$ cat src/rtl/ode_sample_capture.sv
// ode_sample_capture: AXI4-Stream sink for the Lorenz solver's {x,y,z} stream.
// Stores accepted triples in a DEPTH-entry FIFO and drains them through a
// registered pop/read port. Backpressure via s_axis_ready when full.
// Optional feature macro: ODE_CAPTURE_DECIM_EN keeps 1 of (decim+1) beats;
// dropped beats are still handshaken so the solver never stalls on them.
module ode_sample_capture #(
    parameter int DATA_WIDTH = 32,
    parameter int DEPTH      = 16,
    parameter int ADDR_W     = $clog2(DEPTH)
) (
    input  logic                  clk,
    input  logic                  reset_n,
    input  logic                  s_axis_valid,
    output logic                  s_axis_ready,
    input  logic [DATA_WIDTH-1:0] s_axis_data_x,
    input  logic [DATA_WIDTH-1:0] s_axis_data_y,
    input  logic [DATA_WIDTH-1:0] s_axis_data_z,
    input  logic [7:0]            decim,
    input  logic                  rd_en,
    output logic                  rd_valid,
    output logic [DATA_WIDTH-1:0] rd_data_x,
    output logic [DATA_WIDTH-1:0] rd_data_y,
    output logic [DATA_WIDTH-1:0] rd_data_z,
    output logic [ADDR_W:0]       level,
    output logic                  empty,
    output logic                  full
);

    localparam int                TRIPLE_W  = 3 * DATA_WIDTH;
    localparam logic [ADDR_W-1:0] PTR_ONE   = 1;
    localparam logic [ADDR_W:0]   LVL_ONE   = 1;
    localparam logic [ADDR_W:0]   LVL_FULL  = (ADDR_W+1)'(DEPTH);

    // Triple storage; never cleared, contents are meaningless once popped.
    logic [TRIPLE_W-1:0] r_mem [DEPTH];

    logic [ADDR_W-1:0]     r_wr_ptr;
    logic [ADDR_W-1:0]     r_rd_ptr;
    logic [ADDR_W:0]       r_level;
    logic                  r_empty;
    logic                  r_full;
    logic                  r_rd_valid;
    logic [DATA_WIDTH-1:0] r_rd_data_x;
    logic [DATA_WIDTH-1:0] r_rd_data_y;
    logic [DATA_WIDTH-1:0] r_rd_data_z;

    logic                  w_accept;
    logic                  w_keep;
    logic                  w_store;
    logic                  w_pop;
    logic [ADDR_W:0]       w_level_next;

`ifdef ODE_CAPTURE_DECIM_EN
    logic [7:0] r_dec_cnt;

    assign w_keep       = (r_dec_cnt == 8'd0);
    // A beat that will be dropped needs no FIFO slot, so accept it even when full.
    assign s_axis_ready = reset_n & (~r_full | ~w_keep);

    // Decimation phase counter: advances on every handshaken beat.
    always_ff @(posedge clk) begin
        if (!reset_n) begin
            r_dec_cnt <= 8'd0;
        end else if (w_accept) begin
            r_dec_cnt <= (r_dec_cnt >= decim) ? 8'd0 : r_dec_cnt + 8'd1;
        end
    end
`else
    logic w_unused_decim;

    assign w_unused_decim = ^decim;
    assign w_keep         = 1'b1;
    assign s_axis_ready   = reset_n & ~r_full;
`endif

    assign w_accept = s_axis_valid & s_axis_ready;
    assign w_store  = w_accept & w_keep;
    // empty is registered, so a beat written this cycle cannot be popped yet.
    assign w_pop    = rd_en & ~r_empty;

    // Occupancy after this edge: a simultaneous store and pop cancel out.
    always_comb begin
        w_level_next = r_level;
        case ({w_store, w_pop})
            2'b10:   w_level_next = r_level + LVL_ONE;
            2'b01:   w_level_next = r_level - LVL_ONE;
            default: w_level_next = r_level;
        endcase
    end

    // Storage write port; ready is low in reset so nothing is written then.
    always_ff @(posedge clk) begin
        if (w_store) begin
            r_mem[r_wr_ptr] <= {s_axis_data_x, s_axis_data_y, s_axis_data_z};
        end
    end

    // Pointers, occupancy flags and the registered read port.
    always_ff @(posedge clk) begin
        if (!reset_n) begin
            r_wr_ptr    <= '0;
            r_rd_ptr    <= '0;
            r_level     <= '0;
            r_empty     <= 1'b1;
            r_full      <= 1'b0;
            r_rd_valid  <= 1'b0;
            r_rd_data_x <= '0;
            r_rd_data_y <= '0;
            r_rd_data_z <= '0;
        end else begin
            r_rd_valid <= w_pop;
            if (w_store) begin
                r_wr_ptr <= r_wr_ptr + PTR_ONE;
            end
            if (w_pop) begin
                r_rd_ptr <= r_rd_ptr + PTR_ONE;
                {r_rd_data_x, r_rd_data_y, r_rd_data_z} <= r_mem[r_rd_ptr];
            end
            r_level <= w_level_next;
            r_empty <= (w_level_next == '0);
            r_full  <= (w_level_next == LVL_FULL);
        end
    end

    assign rd_valid  = r_rd_valid;
    assign rd_data_x = r_rd_data_x;
    assign rd_data_y = r_rd_data_y;
    assign rd_data_z = r_rd_data_z;
    assign level     = r_level;
    assign empty     = r_empty;
    assign full      = r_full;

endmodule
$ cat config.mk
export PLATFORM = sky130hd
export DESIGN_NAME = ode_sample_capture
export DESIGN_NICKNAME = d
export VERILOG_FILES = /design/src/rtl/ode_sample_capture.sv
export SDC_FILE = /design/constraint.sdc
export NUM_CORES = 2
export LEC_CHECK = 0
export CAP_MARGIN = 40
export CELL_PAD_IN_SITES_DETAIL_PLACEMENT = 0
export CELL_PAD_IN_SITES_GLOBAL_PLACEMENT = 1
export CORE_MARGIN = 2
export CORE_UTILIZATION = 45
export DETAILED_ROUTE_END_ITERATION = 10
export DONT_BUFFER_PORTS = 1
export MAX_ROUTING_LAYER = met4
export PLACE_DENSITY_LB_ADDON = 0.3
export SYNTH_ARGS = -nofsm -noshare
export SYNTH_HDL_FRONTEND = slang
export SYNTH_SLANG_ARGS = --single-unit
$ cat constraint.sdc
create_clock -name clk -period 18.6 [get_ports clk]
set_clock_uncertainty 0.05 [all_clocks]
set_input_delay 1.86 -clock clk [delete_from_list [all_inputs] [get_ports clk]]
set_output_delay 1.86 -clock clk [all_outputs]
set_load 0.1 [all_outputs]
======== Yosys cells after proc, flatten, opt, wreduce, memory -nomap -nowiden ========
Memory sizes are Yosys's and may differ from the RTL's. A register that Yosys moved wholly into a read port is not among the register bits.
Index checks and enable logic that the tools add are counted.
operators by class
  add/subtract/negate cells ............... 4
  equality and inequality tests ........... 3
  muxes and demuxes ....................... 3
  bitwise gates (word level) .............. 5
  reductions and logical operators ........ 2
operator list
  cell                   number
  $pmux W5 S2            1
  $add A4 B1 Y4 const B  2
  $add A5 B1 Y5 const B  1
  $eq A5 B5 Y1 const B   1
  $logic_not A5 Y1       1
  $sub A5 B1 Y5 const B  1
  $and A1 B1 Y1          3
  $eq A2 B1 Y1 const B   1
  $eq A2 B2 Y1 const B   1
  $mux W1                2
  $not A1 Y1             2
  $logic_not A1 Y1       1
word-level totals
  flip-flop bits (word level) ............. 16
  memory bits (writable) .................. 1536
  input bits .............................. 108
  output and inout port bits .............. 105
  logic and storage cells ................. 24
  memories kept ........................... 1
memories
  name   depth  width  rd ports  clocked after Yosys merged registers in  wr ports  RTL line  RTL
  r_mem  16     96     1         1                                        1         35        logic [TRIPLE_W-1:0] r_mem [DEPTH];

======== Depth between registers and ports, before layout ========
  word-level depth ........................ 6
  gate-level depth with buffers ........... 11
  gate-level depth less buffers ........... 10

======== Least setup slack after synthesis ========
No wires, ideal clock.
  kind .................................... input -> register
  start ................................... input s_axis_valid
  end ..................................... memory r_mem[3][0] (netlist name), enable pin
  setup time .............................. 668 ps
  arrival time ............................ 8832 ps
  data required time ...................... 17882 ps
  slack ................................... 9050 ps
  stages on the path ...................... 4
  cell sequence ........................... and3b_1 -> buf_2 -> nand2_1 -> nor3_1
between the ends
  cells in the longest elaborated chain, start to end .. 3
ends and longest elaborated chain
  what                           RTL line  RTL
  start: declaration             13        input logic s_axis_valid,
  $and A1 B1 Y1                  76        assign w_accept = s_axis_valid & s_axis_ready;
  $mux W1                        93        if (w_store) begin
  $mux W1 (implied by the code)  94        r_mem[r_wr_ptr] <= {s_axis_data_x, s_axis_data_y, s_axis_data_z};
  end: declaration               35
Every way passes these cells.

======== Final worst setup path ========
  start ................................... input s_axis_valid
  end ..................................... memory r_mem[12][36] (netlist name), enable pin
Same word-level chain as after synthesis.

==> reports/metrics.csv <==
stage,metric,value,unit
finish,nNetsFinal,2787,
pwr,power.internal,0.00652,W
synth,avgSynthCellArea,24.9,um2
floorplan,die-area,139000,um2
critical_path,crit_chain,and3b_1 > nand2_1 > nor2_4 > buf_4 > buf_16 > buf_4,
clock_tree,cts_buffers,168,
clock_tree,cts-hold-fix-buffers,0,
global_routing,overflow,0,
clock_tree,cts_resized,0,
detailed_routing,drc,0,
synth,yosys.area.top_type,edfxtp_1,
synth,postSynthCellCount,2461,
global_routing,grt_util_met1,25.2,%
critical_path,cp_slowest_cell,nor2_4,
hold_path,hold_path_depth,1,
sta,drv_slew,0,
global_routing,grt_usage,20.3,%
sta,finalCriticalPeriod,4470,ps
critical_path,cp-end-kind,register,
placement,place_hpwl,69100,um
critical_path,path_buf_inv,3,
synth,synth_cell_types,41,
finish,instances_no_fill,4596,
clock_tree,htreeDepth,4,
clock_tree,clk_pin_slew,60,ps
synth,synth-main-ff-cell,edfxtp_1,
critical_path,crit_arrival,4800,ps
synth,ys_seq_elements,1648,
outcome,status,completed,
pwr,pwr-share-seq,49.3,%
synth,syn-num-nets,2576,
detailed_routing,drt_wl_total,136000,um
global_routing,antenna_found_initial,2,
global_routing,grt_pass1_wl,199000,um
synth,async_flop_share,0,%
finish,fillerInstances,10100,
pwr,p_leak,22.0,nW
detailed_routing,ant_nets,0,
global_routing,met2_usage,34.5,%
floorplan,die_w,373,um
finish,drive_gt1_share,32.9,%
global_routing,grt_max_degree,158,
pwr,total_power,0.00845,W
sta,rsz0062_at_grt,no,
global_routing,grt.busiest_layer,met2,
pwr,p_clk_share,39.5,%
synth,yosys_warnings,0,
placement,routabilityCongestion,0.744,
pwr,comb_power_share,11.3,%
floorplan,row_count,135,
pwr,p_sw_share,22.8,%
sta,fin_setup_tns,0,ps
sta,hold_viol_final,0,
critical_path,crit_path_frequent_cell,buf_4,
detailed_routing,wl_per_cell,29.6,um
critical_path,crit_type,in2reg,
clock_tree,ctsLongestPathBuffers,3,
sta,worst_pin_slew,1050,ps
clock_tree,cts_tree,yes,
floorplan,start_util,45.3,%
global_routing,grt_pass1_vias,28700,
floorplan,core_area,135000,um2
critical_path,crit_family,simple AND/OR/NAND/NOR gates,
detailed_routing,drt-initial-drc-count,2326,
synth,synthTopCellsByArea,"edfxtp_1 75%, mux4_2 18%, dfxtp_1 3.7%, a22o_1 1.4%, clkbuf_1 0.51%",
detailed_routing,vias_per_cell,5.78,
sta,fmaxAchievable,224,MHz
synth,syn_area,61400,um2
clock_tree,clkSinkCount,1648,
critical_path,path_max_fanout,37,
placement,place_inst,4283,
hold_path,hp-class,reg2reg,
critical_path,crit_cells,6,
clock_tree,cts_setup_buffers,0,
detailed_routing,num_vias,26600,
flow_run,maxCapViolCount,0,
global_routing,grt_use_met3,4.21,%
sta,post-route-period-util,24.0,%
sta,slew_headroom,29.9,%
synth,synth_edf_count,1536,
critical_path,reg2reg_depth,8,
detailed_routing,drt-pass1-iter-count,5,
pwr,peakVddDrop,0.0750,mV
clock_tree,clk_latency,780,ps
synth,yosysSeqAreaShare,78.8,%
placement,port_buffers,0,
floorplan,die_height,373,um
critical_path,startpoint_type,input pin,
critical_path,slowest_delay,760,ps
clock_tree,cts-root-buf,clkbuf_16,
critical_path,required,18940,ps
finish,area_growth,17.0,%
finish,final_util,53.0,%
synth,synth_top_area_share,75.2,%
pwr,p_switching,0.00193,W
floorplan,io_pins,213,
sta,setup_viol,0,
pwr,cellPowerDensity,118,nW/um2
## path summary, 6_finish.rpt
| check | startpoint | to | slack (ps) |
|---|---|---|---|
| setup reg to reg | r_rd_ptr[0]$_SDFFE_PN0P_ | rd_data_y[9]$_SDFFE_PN0P_ | 14680 |
| setup / recovery | s_axis_valid | r_mem[12][36]$_DFFE_PP_ | 14130 |
| hold reg to reg | rd_data_z[13]$_SDFFE_PN0P_ | rd_data_z[13]$_SDFFE_PN0P_ | 440 |
| hold / removal | rd_data_z[13]$_SDFFE_PN0P_ | rd_data_z[13]$_SDFFE_PN0P_ | 440 |
## cells by family after synthesis
| family | after synthesis | synth area share (%) |
|---|---|---|
| DFF | 1648 | 78.8 |
| muxes | 481 | 17.6 |
| buffers and inverters | 141 | 1.16 |
| AOI/OAI and AO/OA | 110 | 1.54 |
| and+or+nand+nor | 64 | 0.540 |
| xor gates and xnor gates | 10 | 0.165 |
| adders and majority gates | 7 | 0.143 |
## metrics by stage
step	hold slack, ps	worst slack [ps]	instance area [um2]
after floorplan	430	9050	61400
after CTS	443	14120	71800
final	444	14130	71800
after global routing	469	13990	71800
after detailed placement	428	13280	66300
after global placement	420	13020	63500
## cell type report
type | instances | area (um2) | area share, %
clock buffers | 230 | 4650 | 6.48
repair buffers | 177 | 3270 | 4.56
well taps | 1781 | 2230 | 3.10
inverters | 5 | 18.8 | 0.0261
diodes | 1 | 2.50 | 0.00349
flip-flops and latches | 1648 | 48400 | 67.4
clock inverters | 82 | 830 | 1.16
multi-input cells | 672 | 12400 | 17.3
## cell usage after synthesis (3+ instances only)
library cell  count
nor3_1            7
and2_1           11
nand2_1          12
nor2b_1           3
buf_6             9
buf_4            27
nand4_1           3
dfxtp_1         112
buf_1             3
buf_2            13
ha_1              7
clkbuf_1         84
edfxtp_1       1536
xnor2_1           8
mux4_2          480
a22o_1           97
inv_1             3
nor2_1           15
nand2b_1          4
## power groups by stage
stage / logic, W / clock network [W] / registers [W]
2_1_floorplan: 0.000506 / 0 / 0.00443
3_3_place_gp: 0.000595 / 0 / 0.00445
3_5_place_dp: 0.000968 / 0 / 0.00424
4_1_cts: 0.000971 / 0.00341 / 0.00416
5_1_grt: 0.00100 / 0.00355 / 0.00417
6_report: 0.000951 / 0.00333 / 0.00416
## registers in the layout, indices dropped and copies added (netlist names)
signal and flops:
rd_data_y 32, r_mem 1536, full 1, rd_data_z 32
rd_data_x 32, r_wr_ptr 4, rd_valid 1, empty 1
level 5, r_rd_ptr 4
## layer usage
layer  part of all wire [%]  vias to the layer above
li1                       -                    11100
met1                     40                    14500
met2                     53                      728
met3                    5.9                      189
met4                    1.7                        0
met5                      0                        -
## worst register-to-register path, delay by kind of cell (launching register included)
family	cells	cell delay (ps)
flip-flops	1	420
multiplexers	2	1170
AO/OA/AOI/OAI	1	190
buffers and inverters	5	2000
## cells in the final DEF, fill, tap and decap left out, drive strengths merged, types with 3 or more instances in the layout
| cell | count |
|---|---|
| buf | 177 |
| mux4 | 480 |
| clkbuf | 230 |
| bufinv | 15 |
| edfxtp | 1536 |
| nand2 | 12 |
| xnor2 | 8 |
| a22o | 97 |
| nor2b | 3 |
| dfxtp | 112 |
| and2 | 11 |
| nor3 | 7 |
| nand2b | 4 |
| nor2 | 15 |
| ha | 7 |
| inv | 13 |
| nand4 | 3 |
| clkinv | 57 |
(Power assumes the default switching activity.)
